## src/rtl/cnn_pkg.sv

```systemverilog
// cnn_pkg: shared definitions for the CNN streaming stages.
//   T_DEF/L_DEF/P_DEF : default sample width, frame length and pool window.
//   smax()            : signed maximum on a wide signed type; callers sign-extend
//                       their T-bit operands into it and truncate the result back.
//   cnt_w()           : counter width for a modulo-n counter (minimum 1 bit).
package cnn_pkg;

   localparam int unsigned T_DEF  = 16;
   localparam int unsigned L_DEF  = 23;
   localparam int unsigned P_DEF  = 2;

   // Widest sample width smax() can handle without losing bits.
   localparam int unsigned SMAX_W = 64;

   typedef logic signed [SMAX_W-1:0] wide_t;

   function automatic wide_t smax(input wide_t a, input wide_t b);
      return (a > b) ? a : b;
   endfunction

   function automatic int unsigned cnt_w(input int unsigned n);
      return (n <= 1) ? 1 : $clog2(n);
   endfunction

endpackage

```

## src/rtl/stream_out_reg.sv

```systemverilog
// stream_out_reg: single-entry registered valid/ready output stage.
//   clk_i, rst_i   : clock, asynchronous active-high reset
//   load_i         : write a new entry (only asserted when free_o is high)
//   data_i, last_i : payload of the new entry
//   ready_i        : downstream accepts the current entry
//   valid_o        : entry present
//   data_o, last_o : registered payload, stable while valid_o && !ready_i
//   free_o         : a new entry may be loaded this cycle (!valid_o || ready_i)
// A load on the same edge as a consume replaces the old entry; a consume with no
// load empties the stage and clears last_o (data_o keeps its last value).
module stream_out_reg #(
   parameter int unsigned W = 16
) (
   input  logic         clk_i,
   input  logic         rst_i,
   input  logic         load_i,
   input  logic [W-1:0] data_i,
   input  logic         last_i,
   input  logic         ready_i,
   output logic         valid_o,
   output logic [W-1:0] data_o,
   output logic         last_o,
   output logic         free_o
);

   logic         valid_q, valid_d;
   logic         last_q,  last_d;
   logic [W-1:0] data_q,  data_d;

   always_comb begin
      valid_d = valid_q;
      last_d  = last_q;
      data_d  = data_q;
      if (load_i) begin
         valid_d = 1'b1;
         last_d  = last_i;
         data_d  = data_i;
      end else if (valid_q && ready_i) begin
         valid_d = 1'b0;
         last_d  = 1'b0;
      end
   end

   always_ff @(posedge clk_i or posedge rst_i) begin
      if (rst_i) begin
         valid_q <= 1'b0;
         last_q  <= 1'b0;
         data_q  <= '0;
      end else begin
         valid_q <= valid_d;
         last_q  <= last_d;
         data_q  <= data_d;
      end
   end

   assign valid_o = valid_q;
   assign last_o  = last_q;
   assign data_o  = data_q;
   assign free_o  = !valid_q || ready_i;

endmodule

```

## src/rtl/maxpool_1d_stream.sv

```systemverilog
// maxpool_1d_stream: streaming 1-D max-pool, non-overlapping windows of P samples
// over frames of L signed T-bit samples. Trailing samples that do not fill a
// window are accepted and dropped.
//   clk, reset               : clock, asynchronous active-high reset
//   x_data, x_valid, x_ready : input sample stream (x_ready is combinational)
//   y_data, y_valid, y_ready : pooled maximum stream (registered)
//   y_last                   : marks the final pooled output of a frame
module maxpool_1d_stream
   import cnn_pkg::*;
#(
   parameter int unsigned L = L_DEF,
   parameter int unsigned P = P_DEF,
   parameter int unsigned T = T_DEF
) (
   input  logic                clk,
   input  logic                reset,
   input  logic signed [T-1:0] x_data,
   input  logic                x_valid,
   output logic                x_ready,
   output logic signed [T-1:0] y_data,
   output logic                y_valid,
   input  logic                y_ready,
   output logic                y_last
);

   if (P < 1 || L < P || T < 1 || T > SMAX_W) begin : g_bad_params
      $error("maxpool_1d_stream: illegal parameters (need P >= 1, L >= P, 1 <= T <= 64)");
   end

   localparam int unsigned WIN_W = cnt_w(P);
   localparam int unsigned POS_W = cnt_w(L);
   localparam int unsigned NW    = L / P;

   localparam logic [WIN_W-1:0] WIN_LAST  = WIN_W'(P - 1);
   localparam logic [POS_W-1:0] POS_LAST  = POS_W'(L - 1);
   localparam logic [POS_W-1:0] FULL_LAST = POS_W'(NW * P - 1);

   logic [WIN_W-1:0]    win_q, win_d;
   logic [POS_W-1:0]    pos_q, pos_d;
   logic signed [T-1:0] max_q, max_d;
   logic signed [T-1:0] win_max;
   logic                accept;
   logic                emit;
   logic                emit_last;

   always_comb begin
      // Running max including the current sample; a window's first sample
      // restarts it, which also makes P==1 a plain pass-through.
      win_max   = (win_q == '0) ? x_data
                                : T'(smax(SMAX_W'(max_q), SMAX_W'(x_data)));
      accept    = x_valid && x_ready;
      emit      = accept && (win_q == WIN_LAST) && (pos_q <= FULL_LAST);
      emit_last = (pos_q == FULL_LAST);

      win_d = win_q;
      pos_d = pos_q;
      max_d = max_q;
      if (accept) begin
         max_d = win_max;
         if (pos_q == POS_LAST) begin
            win_d = '0;
            pos_d = '0;
         end else begin
            pos_d = pos_q + 1'b1;
            win_d = (win_q == WIN_LAST) ? '0 : win_q + 1'b1;
         end
      end
   end

   always_ff @(posedge clk or posedge reset) begin
      if (reset) begin
         win_q <= '0;
         pos_q <= '0;
         max_q <= '0;
      end else begin
         win_q <= win_d;
         pos_q <= pos_d;
         max_q <= max_d;
      end
   end

   stream_out_reg #(
      .W (T)
   ) u_out (
      .clk_i   (clk),
      .rst_i   (reset),
      .load_i  (emit),
      .data_i  (win_max),
      .last_i  (emit_last),
      .ready_i (y_ready),
      .valid_o (y_valid),
      .data_o  (y_data),
      .last_o  (y_last),
      .free_o  (x_ready)
   );

endmodule

```

## config.mk

```make
export PLATFORM = sky130hd
export DESIGN_NAME = maxpool_1d_stream
export DESIGN_NICKNAME = d
export VERILOG_FILES = /design/src/rtl/cnn_pkg.sv /design/src/rtl/stream_out_reg.sv /design/src/rtl/maxpool_1d_stream.sv
export SDC_FILE = /design/constraint.sdc
export NUM_CORES = 1
export LEC_CHECK = 0
export CORE_ASPECT_RATIO = 1.25
export CORE_UTILIZATION = 43
export DETAILED_ROUTE_END_ITERATION = 12
export PLACE_DENSITY_LB_ADDON = 0.05
export SYNTH_ARGS = -nofsm -noshare
export SYNTH_HDL_FRONTEND = slang
export SYNTH_HIERARCHICAL = 1
export SYNTH_SLANG_ARGS = --single-unit
export TNS_END_PERCENT = 50
```

## constraint.sdc

```tcl
create_clock -name clk -period 3.67 [get_ports clk]
set_input_delay 0.734 -clock clk [delete_from_list [all_inputs] [get_ports clk]]
set_output_delay 0.734 -clock clk [all_outputs]
set_load 0.03 [all_outputs]
```

==> flow_metrics.py <==
metrics = {
    "clocking": {
        "clock-root-buffer": "clkbuf_8",
        "numClockSinks": 40,
        "clkTransAtPathRegs_ns": 0.07,
        "clock_path_buffers": 2,
        "clk_latency_ns": 0.29,
        "cts_tree": "yes",
        "h-tree-depth": 2,
        "cts_buffers": 5,
    },
    "floorplanning": {
        "die_area_um2": 5950,
        "rows": 30,
        "start_util": 0.446,
        "ios": 39,
        "die_w_um": 69.2,
        "chipHeight_um": 86.0,
        "core-area_um2": 5440,
    },
    "synthesis": {
        "synthCells": 195,
        "synthArstFlopShare": 1.00,
        "ys.flop_type": "dfrtp_1",
        "synth_cell_types": 36,
        "ys_seq_elements": 40,
        "ys_seq_area_frac": 0.413,
        "ys_warn_count": 6,
        "syn_area_per_cell_um2": 12.4,
        "syn_area_um2": 2420,
        "synth_fp_nets": 234,
        "synth_edf_count": 0,
    },
    "placement": {
        "routabilityCongestion": 0.797,
        "place_ws_ns": -0.379,
        "port_buffers": 38,
        "placed_cells": 306,
        "dpl.hpwl_mm": 3.55,
    },
    "critical_path": {
        "start_kind": "input pin",
        "worstPathMaxFanout": 8,
        "end_kind": "flop",
        "crit_type": "input pin to flop",
        "critical_path_required_ns": 3.85,
        "arrival_ns": 3.72,
    },
    "power": {
        "p_switching_mw": 1.04,
        "finalPower_mw": 2.74,
        "clkPwrFrac": 0.108,
        "p_sw_frac": 0.378,
        "combinationalPowerShare": 0.587,
        "seqPwrFrac": 0.305,
        "p_int_mw": 1.71,
        "leakagePower_nw": 1.44,
        "peakVddDrop_mv": 0.373,
        "powerDensity_nw_per_um2": 896,
    },
    "drt": {
        "drt_iter0_drc": 72,
        "remaining_drc_errors": 0,
        "first_pass_iters": 4,
        "vias_per_cell": 5.17,
        "post_drt_wl_per_cell_um": 15.3,
        "vias": 1640,
        "antenna_left": 0,
        "drt_wl_total_mm": 4.85,
    },
    "global_route": {
        "overflow": 0,
        "grt_pass1_vias": 1722,
        "grtUsageTotal": 0.173,
        "grt_max_degree": 23,
        "grt_pass1_wl_mm": 8.14,
        "grt_antenna_before_repair": 0,
    },
    "timing": {
        "worst_slack_ns": 0.128,
        "hold_viol": 0,
        "rsz0062_at_grt": "no",
        "final.setup.tns_ns": 0,
        "min_period_ns": 3.54,
        "min_period_over_period": 0.965,
        "hold_ws_ns": 0.511,
        "max_slew.worst_pin.slew_ns": 0.908,
        "relSlewSlack": 0.394,
        "setup_violations": 0,
        "skew_ns": 0.00810,
        "maxSlewViolCount": 0,
        "fmax_mhz": 282,
    },
    "status": {
        "outcome": "finished, final reports clean",
    },
    "finish": {
        "final_cell_mix": "dfrtp_1 (40), clkdlybuf4s50_1 (38), mux2_4 (29)",
        "drive_gt1_frac": 0.312,
        "fin_cells": 317,
        "num-nets-final": 291,
        "insertedDiodeCount": 0,
        "final_common_cell": "dfrtp_1",
        "syn_to_final_growth_pct": 26.3,
    },
    "run": {
        "cap_violations": 0,
    },
    "min_path": {
        "hp-class": "flop to flop",
    },
}
[power by group through the flow]
stage	logic, mW	clock network [mW]	registers (mW)
after floorplan	0.982	0	1.00
after global placement	1.52	0	0.825
after detailed placement	1.56	0	0.843
after CTS	1.60	0.306	0.837
after global routing	1.73	0.321	0.870
final	1.61	0.295	0.838
[kinds of logic (layout without fill, tap and decap cells)]
kind of cell / count (synthesis) / in the layout / share of synthesized area
flip-flops: 40 / 40 / 0.413
buffers and inverters: 28 / 85 / 0.0629
AO/OA/AOI/OAI: 27 / 27 / 0.0789
AND/OR/NAND/NOR: 32 / 32 / 0.0764
multiplexers: 49 / 50 / 0.271
adder cells (fa/ha/maj): 19 / 19 / 0.0980
[state kept, by name (all words and copies together), names as in the netlist]
register       flops
pos_q              5
u_out/data_o      16
max_q             16
u_out/valid_o      1
win_q              1
u_out/last_o       1
[final timing paths]
check / startpoint / endpoint / slack (ns) / cells past startpoint
max reg2reg: max_q[15] / u_out/data_o[10] / 0.71 / 9
min reg2reg: u_out/data_o[0] / u_out/data_o[0] / 0.51 / 1
max in group asynchronous: reset / max_q[14] / 2.13 / 2
max: x_data[15] / u_out/data_o[10] / 0.13 / 11
min in group asynchronous: reset / u_out/data_o[3] / 0.92 / 2
min: u_out/data_o[0] / u_out/data_o[0] / 0.51 / 1
[critical path: stages]
cell and delay (ns):
clkdlybuf4s50_1 0.49, inv_1 0.05, ha_1 0.31, nand4_2 0.15, or4_4 0.57, a21oi_2 0.19
nor3_4 0.08, buf_4 0.16, mux2_4 0.39, mux2_4 0.32, mux2_2 0.26
[timing repair]
item,CTS,global route
buffers inserted,2,0
hold buffers,0,0
gates resized for setup,0,2
endpoints found under the setup margin,6,16
cloned,0,1
pin swaps,1,0
[layout make-up]
cell class	count	area, µm²
flip-flops and latches	40	1000
fillers	479	2380
inverters	23	86.3
multi-input cells	128	1290
well taps	64	80.1
clock buffers	8	90.1
repair buffers	54	513
[synthesized netlist by cell type, types with 3 or more instances]
master    count  share of area
a21oi_1       5          0.010
dfrtp_1      40           0.41
ha_1         19          0.098
inv_1        23          0.036
mux2_2       21          0.098
mux2_4       28           0.17
nand2_1      10          0.015
nand2b_1      3         0.0077
nand4_1       3         0.0077
nor2_1        4         0.0062
o21ai_0       9          0.019
[per-layer routing]
metal | wire, µm | vias up | GRT usage
li1 | - | 811 | -
met1 | 2210 | 779 | 0.208
met2 | 2420 | 43 | 0.306
met5 | 0 | - | 0
met4 | 58 | 0 | 0.0631
met3 | 175 | 7 | 0.0329
[stage by stage]
| step | cell area, µm² | utilization |
|---|---|---|
| 2_1_floorplan | 2420 | - |
| 3_3_place_gp | 2920 | 0.537 |
| 3_5_place_dp | 2920 | 0.537 |
| 4_1_cts | 3040 | 0.559 |
| 5_1_grt | 3060 | 0.563 |
| 6_report | 3060 | 0.563 |
Note: power is estimated with default switching activity, not from simulation.
